File: config.mk
export PLATFORM = sky130hd
export DESIGN_NAME = ifu_fetch
export DESIGN_NICKNAME = d
export VERILOG_FILES = /design/src/rtl/npc_pkg.sv /design/src/rtl/ifu_pc.sv /design/src/rtl/ifu_fetch.sv
export SDC_FILE = /design/constraint.sdc
export NUM_CORES = 1
export LEC_CHECK = 0
export BUFFER_PORTS_ARGS = -buffer_cell sky130_fd_sc_hd__buf_2
export CAP_MARGIN = 10
export CORE_ASPECT_RATIO = 1.75
export CORE_MARGIN = 2
export CORE_UTILIZATION = 45
export DETAILED_ROUTE_END_ITERATION = 16
export GPL_TIMING_DRIVEN = 0
export PLACE_DENSITY = 0.83
export RECOVER_POWER = 100
export SYNTH_ARGS = -nofsm -noshare
export SYNTH_HDL_FRONTEND = slang
export SYNTH_HIERARCHICAL = 1
export SYNTH_SLANG_ARGS = --single-unit
File: constraint.sdc
create_clock -name clk -period 1.9 [get_ports clk]
set_input_delay 0.38 -clock clk [delete_from_list [all_inputs] [get_ports clk]]
set_output_delay 0.38 -clock clk [all_outputs]
set_load 0.01 [all_outputs]
File: src/rtl/npc_pkg.sv
// Shared types and constants for the instruction fetch front end.
package npc_pkg;

  localparam int unsigned XLEN             = 32;
  localparam logic [31:0] RESET_PC_DEFAULT = 32'h8000_0000;
  localparam logic [31:0] INST_NOP         = 32'h0000_0013;

  typedef enum logic [1:0] {
    StReq,
    StWait,
    StHold,
    StDrop
  } fetch_state_e;

endpackage

File: src/rtl/ifu_pc.sv
// Program counter: +4 sequential advance, word-aligned redirect with priority.
module ifu_pc import npc_pkg::*; #(
  parameter int unsigned     XLEN     = 32,
  parameter logic [XLEN-1:0] RESET_PC = RESET_PC_DEFAULT
) (
  input  logic            clk,
  input  logic            rst_n,
  input  logic            i_advance,
  input  logic            i_redirect,
  input  logic [XLEN-1:0] i_redirect_pc,
  output logic [XLEN-1:0] o_pc
);

  logic [XLEN-1:0] r_pc;
  logic [XLEN-1:0] w_pc_next;
  logic            w_unused;

  // Target low bits are dropped so the PC stays word aligned.
  assign w_unused = ^i_redirect_pc[1:0];

  always_comb begin
    w_pc_next = r_pc;
    if (i_redirect) begin
      w_pc_next = {i_redirect_pc[XLEN-1:2], 2'b00};
    end else if (i_advance) begin
      w_pc_next = r_pc + XLEN'(4);
    end
  end

  always_ff @(posedge clk or negedge rst_n) begin
    if (!rst_n) begin
      r_pc <= RESET_PC;
    end else begin
      r_pc <= w_pc_next;
    end
  end

  assign o_pc = r_pc;

endmodule

File: src/rtl/ifu_fetch.sv
// Instruction fetch unit: one outstanding imem request, valid/ready to decode,
// redirects kill the wrong-path fetch in flight.
module ifu_fetch import npc_pkg::*; #(
  parameter int unsigned     XLEN     = 32,
  parameter logic [XLEN-1:0] RESET_PC = RESET_PC_DEFAULT
) (
  input  logic            clk,
  input  logic            rst_n,
  output logic            imem_req_valid,
  input  logic            imem_req_ready,
  output logic [XLEN-1:0] imem_req_addr,
  input  logic            imem_rsp_valid,
  input  logic [XLEN-1:0] imem_rsp_data,
  input  logic            imem_rsp_err,
  output logic            inst_valid,
  input  logic            inst_ready,
  output logic [XLEN-1:0] inst,
  output logic [XLEN-1:0] inst_pc,
  output logic            inst_err,
  input  logic            redirect_valid,
  input  logic [XLEN-1:0] redirect_pc
);

  fetch_state_e    r_state;
  fetch_state_e    w_state_next;
  logic [XLEN-1:0] w_pc;
  logic [XLEN-1:0] r_inst;
  logic [XLEN-1:0] r_inst_pc;
  logic            r_inst_err;
  logic            w_req_fire;
  logic            w_rsp_take;
  logic            w_consume;

  assign w_req_fire = (r_state == StReq) && imem_req_ready;
  assign w_rsp_take = (r_state == StWait) && imem_rsp_valid && !redirect_valid;
  // A redirect wins over a same-cycle decode handshake.
  assign w_consume  = (r_state == StHold) && inst_ready && !redirect_valid;

  ifu_pc #(
    .XLEN     (XLEN),
    .RESET_PC (RESET_PC)
  ) u_pc (
    .clk           (clk),
    .rst_n         (rst_n),
    .i_advance     (w_consume),
    .i_redirect    (redirect_valid),
    .i_redirect_pc (redirect_pc),
    .o_pc          (w_pc)
  );

  always_ff @(posedge clk or negedge rst_n) begin
    if (!rst_n) begin
      r_state <= StReq;
    end else begin
      r_state <= w_state_next;
    end
  end

  always_comb begin
    w_state_next = r_state;
    unique case (r_state)
      StReq: begin
        if (redirect_valid) begin
          w_state_next = w_req_fire ? StDrop : StReq;
        end else if (w_req_fire) begin
          w_state_next = StWait;
        end
      end
      StWait: begin
        if (imem_rsp_valid) begin
          w_state_next = redirect_valid ? StReq : StHold;
        end else if (redirect_valid) begin
          w_state_next = StDrop;
        end
      end
      StHold: begin
        if (redirect_valid || inst_ready) begin
          w_state_next = StReq;
        end
      end
      StDrop: begin
        if (imem_rsp_valid) begin
          w_state_next = StReq;
        end
      end
      default: w_state_next = StReq;
    endcase
  end

  always_comb begin
    imem_req_valid = rst_n && (r_state == StReq);
    inst_valid     = (r_state == StHold);
  end

  always_ff @(posedge clk or negedge rst_n) begin
    if (!rst_n) begin
      r_inst     <= '0;
      r_inst_pc  <= '0;
      r_inst_err <= 1'b0;
    end else if (redirect_valid) begin
      r_inst_err <= 1'b0;
    end else if (w_rsp_take) begin
      r_inst     <= imem_rsp_err ? '0 : imem_rsp_data;
      r_inst_pc  <= w_pc;
      r_inst_err <= imem_rsp_err;
    end else if (w_consume) begin
      r_inst_err <= 1'b0;
    end
  end

  assign imem_req_addr = {w_pc[XLEN-1:2], 2'b00};
  assign inst          = r_inst;
  assign inst_pc       = r_inst_pc;
  assign inst_err      = r_inst_err;

endmodule

==> results.sh <==
export IMPL_status="complete, but fails checks"
export IMPL_violations="capacitance limit, slew limit, setup timing"
export IMPL_crit_type="reg -> reg"
export IMPL_synth_compound_area_share_pct=8.22
export IMPL_setup_tns_ns=-0.402
export IMPL_cts_tree="built"
export IMPL_drc_errors=0
export IMPL_wl_per_cell_um=15.8
export IMPL_clockBufferDepth=2
export IMPL_ios=170
export IMPL_post_dp_cell_area_um2=5720
export IMPL_layout_nets=676
export IMPL_drt_iter0_drc=101
export IMPL_root_buffer="clkbuf_16"
export IMPL_synth_edf_count=0
export IMPL_die_h_um=138
export IMPL_synth_commonest_cells="96 x dfrtp_1, 76 x nand2_1, 32 x mux2_4, 32 x nand2b_1, 27 x o21ai_1"
export IMPL_worst_slew_pin_slew_ns=1.52
export IMPL_cp_required_ns=2.10
export IMPL_rows=49
export IMPL_yosys_area_share_simple_pct=18.3
export IMPL_switching_share_pct=33.0
export IMPL_ys_types=41
export IMPL_comb_power_share_pct=32.6
export IMPL_num_vias=3698
export IMPL_dieArea_um2=11200
export IMPL_yosysMostFrequentCell="dfrtp_1"
export IMPL_fin_crit_sh_pct=104
export IMPL_worstPathArrival_ns=2.19
export IMPL_start_util_pct=45.6
export IMPL_fmax_mhz=504
export IMPL_finalWirelength_um=11600
export IMPL_clk_latency_ns=0.33
export IMPL_area_growth_pct=31.3
export IMPL_h_tree_depth=3
export IMPL_drtPass1Iterations=4
export IMPL_fin_area_um2=6090
export IMPL_pwr_share_clk_pct=24.2
export IMPL_rsz0062_at_grt="yes"
export IMPL_synthMuxAreaShare_pct=10.8
export IMPL_antenna_found_initial=0
export IMPL_fp_dieW_um=80.8
export IMPL_start_kind="register"
export IMPL_yosysWarnings=6
export IMPL_ir_drop_uv=757
export IMPL_track_usage_pct=21.6
export IMPL_cp_end_kind="register"
export IMPL_antenna_left=0
export IMPL_avgViaCountPerCell=5.02
export IMPL_fin_crit_ns=1.98
export IMPL_synth_sequential_area_ratio_pct=52.3
export IMPL_syn_area_um2=4640
export IMPL_power_density_nw_per_um2=1230
export IMPL_synth_avg_cell_area_um2=11.1
export IMPL_grt_pass1_vias=3810
export IMPL_yosys_area_share_adder_pct=0.270
export IMPL_grt_max_degree=71
export IMPL_synth_top_family_by_area="simple AND/OR/NAND/NOR gates"
export IMPL_final_max_slew_violation_count=29
export IMPL_synth_cells=419
export IMPL_clkTransAtPathRegs_ns=0.07
export IMPL_port_buffers=165
export IMPL_p_int_uw=5020
export IMPL_synth_ff_type="dfrtp_1"
export IMPL_grt_ovfl_total=0
export IMPL_setup_slack_ns=-0.0835
export IMPL_place_gp_congestion=0.800
export IMPL_p_sw_uw=2470
export IMPL_p_leak_uw=0.00290
export IMPL_n_fill_cell=901
export IMPL_synth_top_area_share_pct=51.8
export IMPL_setup_viol=8
export IMPL_power_frac_seq_pct=43.3
export IMPL_hold_path_class="in -> async"
export IMPL_finClkSkew_ns=0.00701
export IMPL_synthTopCellsByArea="dfrtp_1 52%, mux2_4 10%, nand2_1 6.1%"
export IMPL_synth_largest_area_cell="dfrtp_1"
export IMPL_power_uw=7500
export IMPL_hold_viol_final=0
export IMPL_dp_hpwl_um=8540
export IMPL_cts_buffers=9
export IMPL_num_antenna_cells=0
export IMPL_grt_pass1_wl_um=18700
export IMPL_drive_gt1_share_pct=33.7
export IMPL_synth_seq_cells=97
export IMPL_core_area_um2=10200
export IMPL_synthArstFlopShare_pct=100
export IMPL_cts_sinks=97
export IMPL_max_cap_violations=1
export IMPL_cp_max_fo=6
export IMPL_maxSlewHeadroom_pct=-1.26
export IMPL_synth_xor_xnor_area_share_pct=5.47
## routing by layer
layer  GRT usage, %  up-vias  share of wire, %
met4           8.39        0               2.9
met1           24.7     1758                39
met3           4.44       28               6.2
li1               -     1775                 -
met5              0        -                 0
met2           38.3      137                52
## sequential cells by signal, indices dropped and copies added (netlist names)
register / count
r_state: 2
inst_pc: 32
inst_err: 1
inst: 32
u_pc/o_pc: 30
## metrics by stage
step | setup slack (ns) | hold slack, ns | std cells | util (%)
6_report | -0.0835 | 0.159 | 736 | 59.9
5_1_grt | -0.180 | 0.202 | 736 | 59.9
4_1_cts | -0.0907 | 0.00145 | 735 | 60.1
3_5_place_dp | -0.384 | 0.334 | 714 | 56.2
3_3_place_gp | -0.902 | 0.460 | 713 | 55.9
2_1_floorplan | -0.0988 | 0.0844 | 421 | -
## layout make-up
| type | instances | area (um2) | share of cell area, % |
|---|---|---|---|
| flip-flops and latches | 97 | 2430 | 39.9 |
| clock buffers | 12 | 246 | 4.04 |
| inverters | 4 | 15.0 | 0.246 |
| plain buffers | 25 | 180 | 2.96 |
| well taps | 127 | 159 | 2.61 |
| repair buffers | 172 | 807 | 13.2 |
| multi-input cells | 295 | 2200 | 36.2 |
| clock inverters | 4 | 52.6 | 0.862 |
## cell usage in the layout, fill, tap and decap left out, types with 8 or more instances in the layout
cell type and count:
buf_2 98, nand2b_1 32, o21ai_2 11, dfrtp_1 95, xnor2_1 18, clkbuf_1 82
xor2_1 8, clkbuf_16 9, buf_4 10, mux2_4 32, nand2_1 75, o21ai_0 20
o21ai_1 30
## final timing paths
check,cells after the start,start,endpoint,slack (ns)
min,2,rst_n,r_state[0],0.16
min reg2reg,2,inst[5],inst[5],0.48
min in group clk,3,redirect_pc[3],u_pc/o_pc[3],0.25
max in group asynchronous,2,rst_n,u_pc/o_pc[5],0.36
max reg2reg,8,r_state[0],u_pc/o_pc[19],-0.08
max,8,r_state[0],u_pc/o_pc[19],-0.08
## timing repair
item                                   4_1_cts  5_1_grt
setup endpoints to repair                   19       15
buffers inserted                             4        1
pin swaps                                    2        4
cloned                                       1        0
hold buffers                                 1        0
gates resized for setup                     11       16
endpoints found under the hold margin       28        0
## critical path: stages (launching register included)
cell and delay, ns:
dfrtp_2 0.42, nor2b_4 0.16, nand2_4 0.07, nor2_4 0.13, nand4_4 0.17, or3_4 0.47, nor3_4 0.22, xnor2_2 0.14
o21ai_2 0.07
## kinds of logic after synthesis
group	Yosys count
simple gates	161
flops	97
compound gates	65
mux	34
buf+inv	30
xor+xnor	29
other cells	2
fa+ha+maj	1
## power by group through the flow
stage / Clock, uW / Combinational [uW] / Sequential, uW
floorplan: 0 / 1180 / 3560
global placement: 0 / 2500 / 3220
detailed placement: 0 / 2580 / 3260
CTS: 1860 / 2640 / 3220
global route: 1960 / 2680 / 3350
finish: 1810 / 2440 / 3240
No activity file was read; power rests on OpenSTA's default activity.
